<file path="config.mk">
export PLATFORM = sky130hd
export DESIGN_NAME = button_event_ctrl
export DESIGN_NICKNAME = d
export VERILOG_FILES = /design/src/rtl/button_evt_pkg.sv /design/src/rtl/btn_press_fsm.sv /design/src/rtl/button_event_ctrl.sv
export SDC_FILE = /design/constraint.sdc
export NUM_CORES = 1
export LEC_CHECK = 0
export BUFFER_PORTS_ARGS = -buffer_cell sky130_fd_sc_hd__clkbuf_2
export CORE_MARGIN = 5
export CORE_UTILIZATION = 35
export CTS_CLUSTER_SIZE = 30
export DETAILED_ROUTE_END_ITERATION = 10
export GPL_TIMING_DRIVEN = 0
export PLACE_DENSITY = 0.51
export SLEW_MARGIN = 20
export SYNTH_ARGS = -nofsm -noshare
export SYNTH_HDL_FRONTEND = slang
export SYNTH_SLANG_ARGS = --single-unit
</file>
<file path="constraint.sdc">
create_clock -name clk -period 3.1 [get_ports clk]
set_input_delay 0.155 -clock clk [delete_from_list [all_inputs] [get_ports clk]]
set_output_delay 0.155 -clock clk [all_outputs]
set_load 0.005 [all_outputs]
</file>
<file path="src/rtl/button_evt_pkg.sv">
// button_evt_pkg: shared event-type and FSM-state encodings plus default sizing
// constants for the button event controller.
package button_evt_pkg;

    typedef enum logic [1:0] {
        EVT_PRESS     = 2'b00,
        EVT_SHORT_REL = 2'b01,
        EVT_LONG_HOLD = 2'b10,
        EVT_LONG_REL  = 2'b11
    } evt_type_e;

    typedef enum logic [1:0] {
        ST_IDLE    = 2'b00,
        ST_PRESSED = 2'b01,
        ST_LONG    = 2'b10
    } btn_state_e;

    localparam int DEF_NUM_BTN    = 4;
    localparam int DEF_CNT_W      = 16;
    localparam int DEF_LONG_TICKS = 1000;

endpackage

</file>
<file path="src/rtl/btn_press_fsm.sv">
// btn_press_fsm: per-button press classifier (IDLE/PRESSED/LONG), hold counter and
// one-deep pending event slot.
//   clk, n_reset : clock, synchronous active-low reset
//   tick         : timebase strobe that advances the hold counter
//   db_in        : debounced level of this button, 1 = pressed
//   slot_clr     : the arbiter takes the pending event this cycle
//   slot_valid   : an event is pending
//   slot_type    : type of the pending event
//   ovf_set      : pulse, a new event was dropped because the slot was full
module btn_press_fsm
    import button_evt_pkg::*;
#(
    parameter int CNT_W      = DEF_CNT_W,
    parameter int LONG_TICKS = DEF_LONG_TICKS
) (
    input  logic      clk,
    input  logic      n_reset,
    input  logic      tick,
    input  logic      db_in,
    input  logic      slot_clr,
    output logic      slot_valid,
    output evt_type_e slot_type,
    output logic      ovf_set
);

    localparam logic [CNT_W-1:0] LAST_CNT = CNT_W'(LONG_TICKS - 1);

    btn_state_e       state_q, state_d;
    logic [CNT_W-1:0] cnt_q, cnt_d;
    logic             prev_q, prev_d;
    logic             slot_valid_q, slot_valid_d;
    evt_type_e        slot_type_q, slot_type_d;
    logic             rise, fall, post, slot_free;
    evt_type_e        post_type;

    assign rise = db_in & ~prev_q;
    assign fall = ~db_in & prev_q;

    always_comb begin
        state_d   = state_q;
        cnt_d     = cnt_q;
        prev_d    = db_in;
        post      = 1'b0;
        post_type = EVT_PRESS;
        case (state_q)
            ST_IDLE: begin
                if (rise) begin
                    state_d = ST_PRESSED;
                    cnt_d   = '0;
                    post    = 1'b1;
                end
            end
            ST_PRESSED: begin
                // A release wins over a long-threshold tick in the same cycle.
                if (fall) begin
                    state_d   = ST_IDLE;
                    post      = 1'b1;
                    post_type = EVT_SHORT_REL;
                end else if (tick) begin
                    cnt_d = cnt_q + 1'b1;
                    if (cnt_q == LAST_CNT) begin
                        state_d   = ST_LONG;
                        post      = 1'b1;
                        post_type = EVT_LONG_HOLD;
                    end
                end
            end
            ST_LONG: begin
                if (fall) begin
                    state_d   = ST_IDLE;
                    post      = 1'b1;
                    post_type = EVT_LONG_REL;
                end
            end
            default: state_d = ST_IDLE;
        endcase
        // A slot being taken by the arbiter this cycle counts as empty.
        slot_free    = ~slot_valid_q | slot_clr;
        slot_valid_d = (post & slot_free) | (slot_valid_q & ~slot_clr);
        slot_type_d  = (post & slot_free) ? post_type : slot_type_q;
        ovf_set      = post & ~slot_free;
    end

    always_ff @(posedge clk) begin
        if (!n_reset) begin
            state_q      <= ST_IDLE;
            cnt_q        <= '0;
            prev_q       <= 1'b0;
            slot_valid_q <= 1'b0;
            slot_type_q  <= EVT_PRESS;
        end else begin
            state_q      <= state_d;
            cnt_q        <= cnt_d;
            prev_q       <= prev_d;
            slot_valid_q <= slot_valid_d;
            slot_type_q  <= slot_type_d;
        end
    end

    assign slot_valid = slot_valid_q;
    assign slot_type  = slot_type_q;

endmodule

</file>
<file path="src/rtl/button_event_ctrl.sv">
// button_event_ctrl: turns debounced button levels into PRESS / SHORT_REL /
// LONG_HOLD / LONG_REL events, arbitrated round-robin onto a valid/ready stream.
//   clk, n_reset : clock, synchronous active-low reset
//   tick         : timebase strobe for hold counting
//   db_in        : debounced button levels, 1 = pressed
//   evt_valid, evt_ready, evt_id, evt_type : registered event stream
//   overflow     : sticky per-button dropped-event flags
//   clr_ovf      : pulse clearing all overflow flags (a same-cycle set wins)
module button_event_ctrl
    import button_evt_pkg::*;
#(
    parameter int NUM_BTN    = DEF_NUM_BTN,
    parameter int CNT_W      = DEF_CNT_W,
    parameter int LONG_TICKS = DEF_LONG_TICKS,
    localparam int ID_W      = (NUM_BTN > 1) ? $clog2(NUM_BTN) : 1
) (
    input  logic               clk,
    input  logic               n_reset,
    input  logic               tick,
    input  logic [NUM_BTN-1:0] db_in,
    output logic               evt_valid,
    input  logic               evt_ready,
    output logic [ID_W-1:0]    evt_id,
    output logic [1:0]         evt_type,
    output logic [NUM_BTN-1:0] overflow,
    input  logic               clr_ovf
);

    logic [NUM_BTN-1:0] slot_valid, slot_clr, ovf_set;
    evt_type_e          slot_type [NUM_BTN];

    logic               evt_valid_q, evt_valid_d;
    logic [ID_W-1:0]    evt_id_q, evt_id_d;
    evt_type_e          evt_type_q, evt_type_d;
    logic [ID_W-1:0]    rr_q, rr_d;
    logic [NUM_BTN-1:0] overflow_q, overflow_d;

    logic               gnt_found, load, take;
    logic [ID_W-1:0]    gnt_idx, cand;

    for (genvar g = 0; g < NUM_BTN; g++) begin : g_btn
        btn_press_fsm #(
            .CNT_W      (CNT_W),
            .LONG_TICKS (LONG_TICKS)
        ) u_fsm (
            .clk        (clk),
            .n_reset    (n_reset),
            .tick       (tick),
            .db_in      (db_in[g]),
            .slot_clr   (slot_clr[g]),
            .slot_valid (slot_valid[g]),
            .slot_type  (slot_type[g]),
            .ovf_set    (ovf_set[g])
        );
        assign slot_clr[g] = take & (gnt_idx == ID_W'(g));
    end

    always_comb begin
        gnt_found = 1'b0;
        gnt_idx   = '0;
        cand      = '0;
        // Scan from the round-robin pointer upward, wrapping, first pending wins.
        for (int k = 0; k < NUM_BTN; k++) begin
            cand = ID_W'((int'(rr_q) + k) % NUM_BTN);
            if (!gnt_found && slot_valid[cand]) begin
                gnt_found = 1'b1;
                gnt_idx   = cand;
            end
        end
        load        = ~evt_valid_q | evt_ready;
        take        = load & gnt_found;
        evt_valid_d = load ? gnt_found : evt_valid_q;
        evt_id_d    = take ? gnt_idx : evt_id_q;
        evt_type_d  = take ? slot_type[gnt_idx] : evt_type_q;
        rr_d        = take ? ((gnt_idx == ID_W'(NUM_BTN - 1)) ? '0 : gnt_idx + 1'b1) : rr_q;
        overflow_d  = ovf_set | (overflow_q & ~{NUM_BTN{clr_ovf}});
    end

    always_ff @(posedge clk) begin
        if (!n_reset) begin
            evt_valid_q <= 1'b0;
            evt_id_q    <= '0;
            evt_type_q  <= EVT_PRESS;
            rr_q        <= '0;
            overflow_q  <= '0;
        end else begin
            evt_valid_q <= evt_valid_d;
            evt_id_q    <= evt_id_d;
            evt_type_q  <= evt_type_d;
            rr_q        <= rr_d;
            overflow_q  <= overflow_d;
        end
    end

    assign evt_valid = evt_valid_q;
    assign evt_id    = evt_id_q;
    assign evt_type  = evt_type_q;
    assign overflow  = overflow_q;

endmodule

</file>
## Yosys cells after proc, flatten, opt, wreduce, memory -nomap -nowiden

Cells that the tools add are included.

| operators by class | value |
|---|---|
| add/sub/neg operators | 8 |
| magnitude comparators | 5 |
| equal/unequal tests | 39 |
| muxes and demuxes | 104 |
| bitwise logic cells | 59 |
| reduce and logical (&&, ||, !) cells | 23 |

Operators by type and width:

| kind | count |
|---|---|
| two-way mux 16 bit | 12 |
| one-hot mux 16 bit (2 select lines) | 4 |
| two-way mux 2 bit | 43 |
| adder 16 x 1 -> 16 bit (second input constant) | 4 |
| == test 16 x 10 -> 1 bit (second input constant) | 4 |
| AND reduction 4 bit | 8 |
| two-way mux 1 bit | 28 |
| bitwise AND 1 bit | 25 |
| one-hot mux 2 bit (3 select lines) | 4 |
| inverter 1 bit | 21 |
| != test 2 x 1 -> 1 bit (second input constant) | 8 |
| != test 2 bit (second input constant) | 8 |
| one-hot mux 2 bit (2 select lines) | 4 |
| == test 2 bit (second input constant) | 6 |
| < comparator 2 x 3 -> 1 bit (second input constant) | 4 |
| != test 3 x 1 -> 1 bit (second input constant) | 4 |
| != test 3 x 2 -> 1 bit (second input constant) | 4 |
| one-hot mux 1 bit (3 select lines) | 4 |
| == test 2 x 1 -> 1 bit (second input constant) | 5 |
| logical NOT 2 bit | 5 |
| OR 1 bit | 9 |
| binary-select mux 1 bit (select 2 bit) | 4 |
| nonzero test 2 bit | 4 |
| adder 2 x 1 -> 2 bit (second input constant) | 2 |
| other kinds (9) | 14 |

| storage, ports and cells | value |
|---|---|
| flip-flop bits (word level) | 99 |
| input bits | 9 |
| output and inout bits | 9 |
| word-level logic and storage cells | 263 |

## Logic depth before layout (Yosys ltp)

| depth | value |
|---|---|
| word-level depth | 18 |
| gate-level depth with buffers | 9 |

## Cells and area by module

From an unflattened synthesis, not the netlist that was laid out.

| unflattened totals | value |
|---|---|
| cell total of the unflattened synthesis | 666 |
| area, all modules | 5,718.0 sq um |

Modules (own cells, without submodules):

| module | instances | cells each | area an instance (sq um) | seq. area each (sq um) |
|---|---|---|---|---|
| btn_press_fsm (g_btn[0].u_fsm ...) | 3 | 142 | 1,238.7 | 440.4 |
| btn_press_fsm (g_btn[3].u_fsm) | 1 | 150 | 1,229.9 | 440.4 |
| button_event_ctrl | 1 | 90 | 772.0 | 220.2 |

## Least setup slack after synthesis

OpenSTA, ideal clock, no wires.

| timing path | value |
|---|---|
| path type | register -> register |
| start | register g_btn[3].u_fsm.state_q[0] |
| end | register g_btn[3].u_fsm.cnt_q[10] |
| setup time | 72 ps |
| data arrival time | 2,075 ps |
| setup slack | 953 ps |
| stages on the path, launching flop included | 9 |
| path buffers | 1 |
| clock period less this slack | 2,147 ps |
| path through | dfxtp_1 -> inv_1 -> ha_1 -> and4bb_2 -> a31oi_2 -> or4_1 -> buf_2 -> or3_1 -> a21oi_1 |

| on the way | value |
|---|---|
| longest elaborated chain between the ends | 3 |

Ends and longest elaborated chain:

| what | RTL line | source |
|---|---|---|
| from (decl) | btn_press_fsm.sv:28 | `btn_state_e state_q, state_d;` |
| from (signal assigned) | btn_press_fsm.sv:92 | `state_q <= state_d;` |
| == test 2 x 1 -> 1 bit / logical NOT 2 bit (equally long branches) | btn_press_fsm.sv:45 | `case (state_q)` |
| != test 2 bit (no line) (tied with other cells) | - |  |
| AND reduction 4 bit (no line) | - |  |
| to (signal assigned) | btn_press_fsm.sv:93 | `cnt_q <= cnt_d;` |
| to (decl) | btn_press_fsm.sv:29 | `logic [CNT_W-1:0] cnt_q, cnt_d;` |

Parallel ways exist; a longest one is shown, timed or not.
A chain may end at the register's enable or synchronous reset.

## Worst setup path after layout

| timing path | value |
|---|---|
| start | register g_btn[0].u_fsm.state_q[0] |
| end | register g_btn[0].u_fsm.cnt_q[7] |

| on the way | value |
|---|---|
| longest elaborated chain between the ends | 3 |

Ends and longest elaborated chain:

| what | RTL line |
|---|---|
| from (decl) | btn_press_fsm.sv:28 |
| from (signal assigned) | btn_press_fsm.sv:92 |
| == test 2 x 1 -> 1 bit / logical NOT 2 bit (equally long branches) | btn_press_fsm.sv:45 |
| != test 2 bit (no line) (tied with other cells) | - |
| AND reduction 4 bit (no line) | - |
| to (signal assigned) | btn_press_fsm.sv:93 |
| to (decl) | btn_press_fsm.sv:29 |

Parallel ways exist; a longest one is shown, timed or not.

==> metrics.txt <==
status=completed; power share of the combinational group=21.5%; final wirelength=11800 µm; Die Area=17300 µm²; average size of a mapped cell=8.35 µm²; Worst Path Buf+Inv=1; internal power=2.27 mW; clk_lat worst skew=0.35 ns; Longest Clk Path Bufs=2; Tmin final=2.61 ns; Routed Antenna Nets=0; Clock transition at path regs=0.07 ns; Worst-Margin Slew=0.836 ns; Critical Path Fanout Max=10; Clk network pwr share=35.7%; Worst setup EP type=flip-flop; hold_buf cts=0; family with the most delay on the worst path=simple AND/OR/NAND/NOR gates; io pins=18; Root Driver=clkbuf_16; routed vias/inst=5.10; area grow syn2layout=12.0%; post-synth top area share=38.3%; Netlist cell types=64; 1st-iter DRT viols=231; share of cells above drive strength 1=8.90%; Non-Filler Instances=836; Worst EP required=3.32 ns; Fmax achieved=382 MHz; Ys Warns=0; diode count=0; sequential share of power=42.8%; flops & latches, synth=99; largest net degree at the start of global routing=16; Vias=4263; drc violations=0; setup_tns=0 ns; Num CTS Buffers=9; critical path class=flip-flop to flip-flop; CP max stage cell=nor3b_1; initial core utilization=35.6%; vias in the first global route=4145; Worst path max stage delay=0.74 ns; worst rel slew slack=44.2%; post-DP HPWL=8550 µm; Synth Net Count=649; clk_skew=0.00796 ns; setup violators final=0; CTS H-tree depth=3; antenna violations before repair=0; CTS tree=built; Sink Count=99; fin nets=677; asr flop ratio synth=0%; crit path cell chain=ha_1 -> clkbuf_1 -> and4bb_2 -> a41oi_1 -> nor3b_1 -> and3_1 -> xnor2_1 -> nor2_1; part of the cycle the worst path needs=84.3%; Die W=132 µm; Cells after Synth=619; Fin. Hold Viols=0; num rows=44; placed insts=820; Post-synth EDFFs=0; PwrDens=564 nW/µm²; ranking of synthesized cells by area=dfxtp_1 (38%), nor2_1 (6.7%), ha_1 (5.1%); remaining global-route overflow=0; first-pass GRT wire length=19900 µm; average routed wire per standard cell=14.1 µm; Worst Setup Start Kind=flip-flop; Filler cells=1489; GRT Overall Usage=13.7%; hold_ws=0.0834 ns; CTS resizes=0; worst path arrival time=2.84 ns; Synth Cell Area=5170 µm²; Die Height=132 µm; post-synthesis sequential area ratio=38.3%; sw power=0.995 mW; Hold Crit Class=primary input to flip-flop; post-synth top area cell=dfxtp_1; post-CTS setup buffers=0; leakage=2.14 nW; DRT Pass-1 Iters=4; core area=14500 µm²; RSZ-0062 raised after global routing=false; fin. max-slew vios=0; Max VDD drop=0.283 mV; total of max-cap violations=0; Port Buf Inserts=17; Sw Ratio=30.4%; global placement routability congestion=0.856; dominant synthesized flop cell=dfxtp_1
[final timing paths]
path                                            start  cells after the start                                  endpoint  slack [ns]
min reg2reg  g_btn[0].u_fsm.slot_type[1]$_SDFFE_PN0P_                      2  g_btn[0].u_fsm.slot_type[1]$_SDFFE_PN0P_        0.47
min                                          db_in[0]                      2          g_btn[0].u_fsm.prev_q$_SDFF_PN0_        0.08
max reg2reg    g_btn[0].u_fsm.state_q[0]$_SDFFE_PN0P_                      8      g_btn[0].u_fsm.cnt_q[7]$_SDFFE_PN0P_        0.49
max            g_btn[0].u_fsm.state_q[0]$_SDFFE_PN0P_                      8      g_btn[0].u_fsm.cnt_q[7]$_SDFFE_PN0P_        0.49
[routing by layer]
metal	vias up	GRT usage (%)	wire length [µm]
met5	-	0	0
met4	0	4.57	214
met3	13	3.75	342
met2	51	23.0	5590
met1	1992	17.1	5600
li1	2207	-	-
[worst reg2reg max path: cells and delay by family, from the launching register on]
kind | cells | cell delay (ns)
AOI/OAI and AO/OA | 1 | 0.07
xor gates and xnor gates | 1 | 0.12
adders and majority gates | 1 | 0.18
buffers and inverters | 1 | 0.33
DFF | 1 | 0.41
and+or+nand+nor | 4 | 1.38
[cell type report]
class | instances | area (µm²) | share of cell area, %
Multi-Input combinational cell | 482 | 3040 | 52.5
Buffer | 15 | 62.6 | 1.08
Inverter | 23 | 86.3 | 1.49
Timing Repair Buffer | 17 | 85.1 | 1.47
Clock inverter | 4 | 48.8 | 0.843
Sequential cell | 99 | 1980 | 34.2
Clock buffer | 12 | 256 | 4.43
Tap cell | 184 | 230 | 3.98
[registers in the layout (all words and copies together) (netlist names)]
name / flops
g_btn.u_fsm.slot_valid: 4
overflow: 4
evt_type: 2
g_btn.u_fsm.slot_type: 8
evt_valid: 1
evt_id: 2
g_btn.u_fsm.state_q: 8
rr_q: 2
g_btn.u_fsm.prev_q: 4
g_btn.u_fsm.cnt_q: 64
[synth_stat cells (11+ instances only)]
cell type / count
mux2i_1: 12
or3_1: 11
o21ai_0: 18
inv_1: 23
a21oi_1: 35
nor2_1: 92
nand2_1: 55
and3_1: 15
ha_1: 21
nand2b_1: 14
xor2_1: 24
nor2b_1: 16
nand4_1: 13
xnor2_1: 27
nand3_1: 30
clkbuf_1: 12
dfxtp_1: 99
[kinds of logic (layout without fill, tap and decap cells)]
| kind of cell | after synthesis | in the layout | synth area share, % |
|---|---|---|---|
| buf+inv | 38 | 71 | 2.88 |
| compound gates | 95 | 95 | 12.1 |
| simple gates | 301 | 301 | 30.2 |
| fa+ha+maj | 21 | 21 | 5.08 |
| flops | 99 | 99 | 38.3 |
| xor+xnor | 51 | 51 | 8.64 |
| mux | 14 | 14 | 2.76 |
[cells in the final DEF, fill, tap and decap left out, types with 3 or more instances in the layout]
master     Yosys  layout
dfxtp_1       99      99
nor2_1        92      92
nand2_1       55      55
a21oi_1       35      35
nand3_1       30      30
xnor2_1       27      27
xor2_1        24      24
inv_1         23      23
ha_1          21      21
o21ai_0       18      18
clkbuf_2       1      18
nor2b_1       16      16
and3_1        15      15
nand2b_1      14      14
clkbuf_1      12      13
nand4_1       13      13
mux2i_1       12      12
or3_1         11      11
clkbuf_16      0       9
nor4_1         8       8
nor3_1         8       8
and2_1         7       7
or2_2          6       6
a22oi_1        4       4
or4_1          4       4
a31oi_1        4       4
o2111ai_1      4       4
a21o_1         3       3
o22a_1         3       3
o31ai_1        3       3
and4_1         3       3
[through the flow]
| step | cell area (µm²) | setup slack (ns) | util (%) | power (mW) |
|---|---|---|---|---|
| 5_1_grt | 5790 | 0.257 | 39.8 | 3.45 |
| 4_1_cts | 5790 | 0.492 | 39.8 | 3.31 |
| 3_5_place_dp | 5480 | 0.546 | 37.7 | 2.13 |
| 6_report | 5790 | 0.485 | 39.8 | 3.27 |
| 2_1_floorplan | 5170 | 0.953 | - | 1.95 |
| 3_3_place_gp | 5480 | 0.635 | 37.7 | 2.11 |
[power groups by stage]
stage / sequential, mW / combinational, mW / clock [mW]
4_1_cts: 1.40 / 0.704 / 1.21
3_3_place_gp: 1.42 / 0.683 / 0
6_report: 1.40 / 0.701 / 1.17
2_1_floorplan: 1.41 / 0.540 / 0
5_1_grt: 1.41 / 0.790 / 1.25
3_5_place_dp: 1.43 / 0.700 / 0
Note: power is estimated with default switching activity, not from simulation.
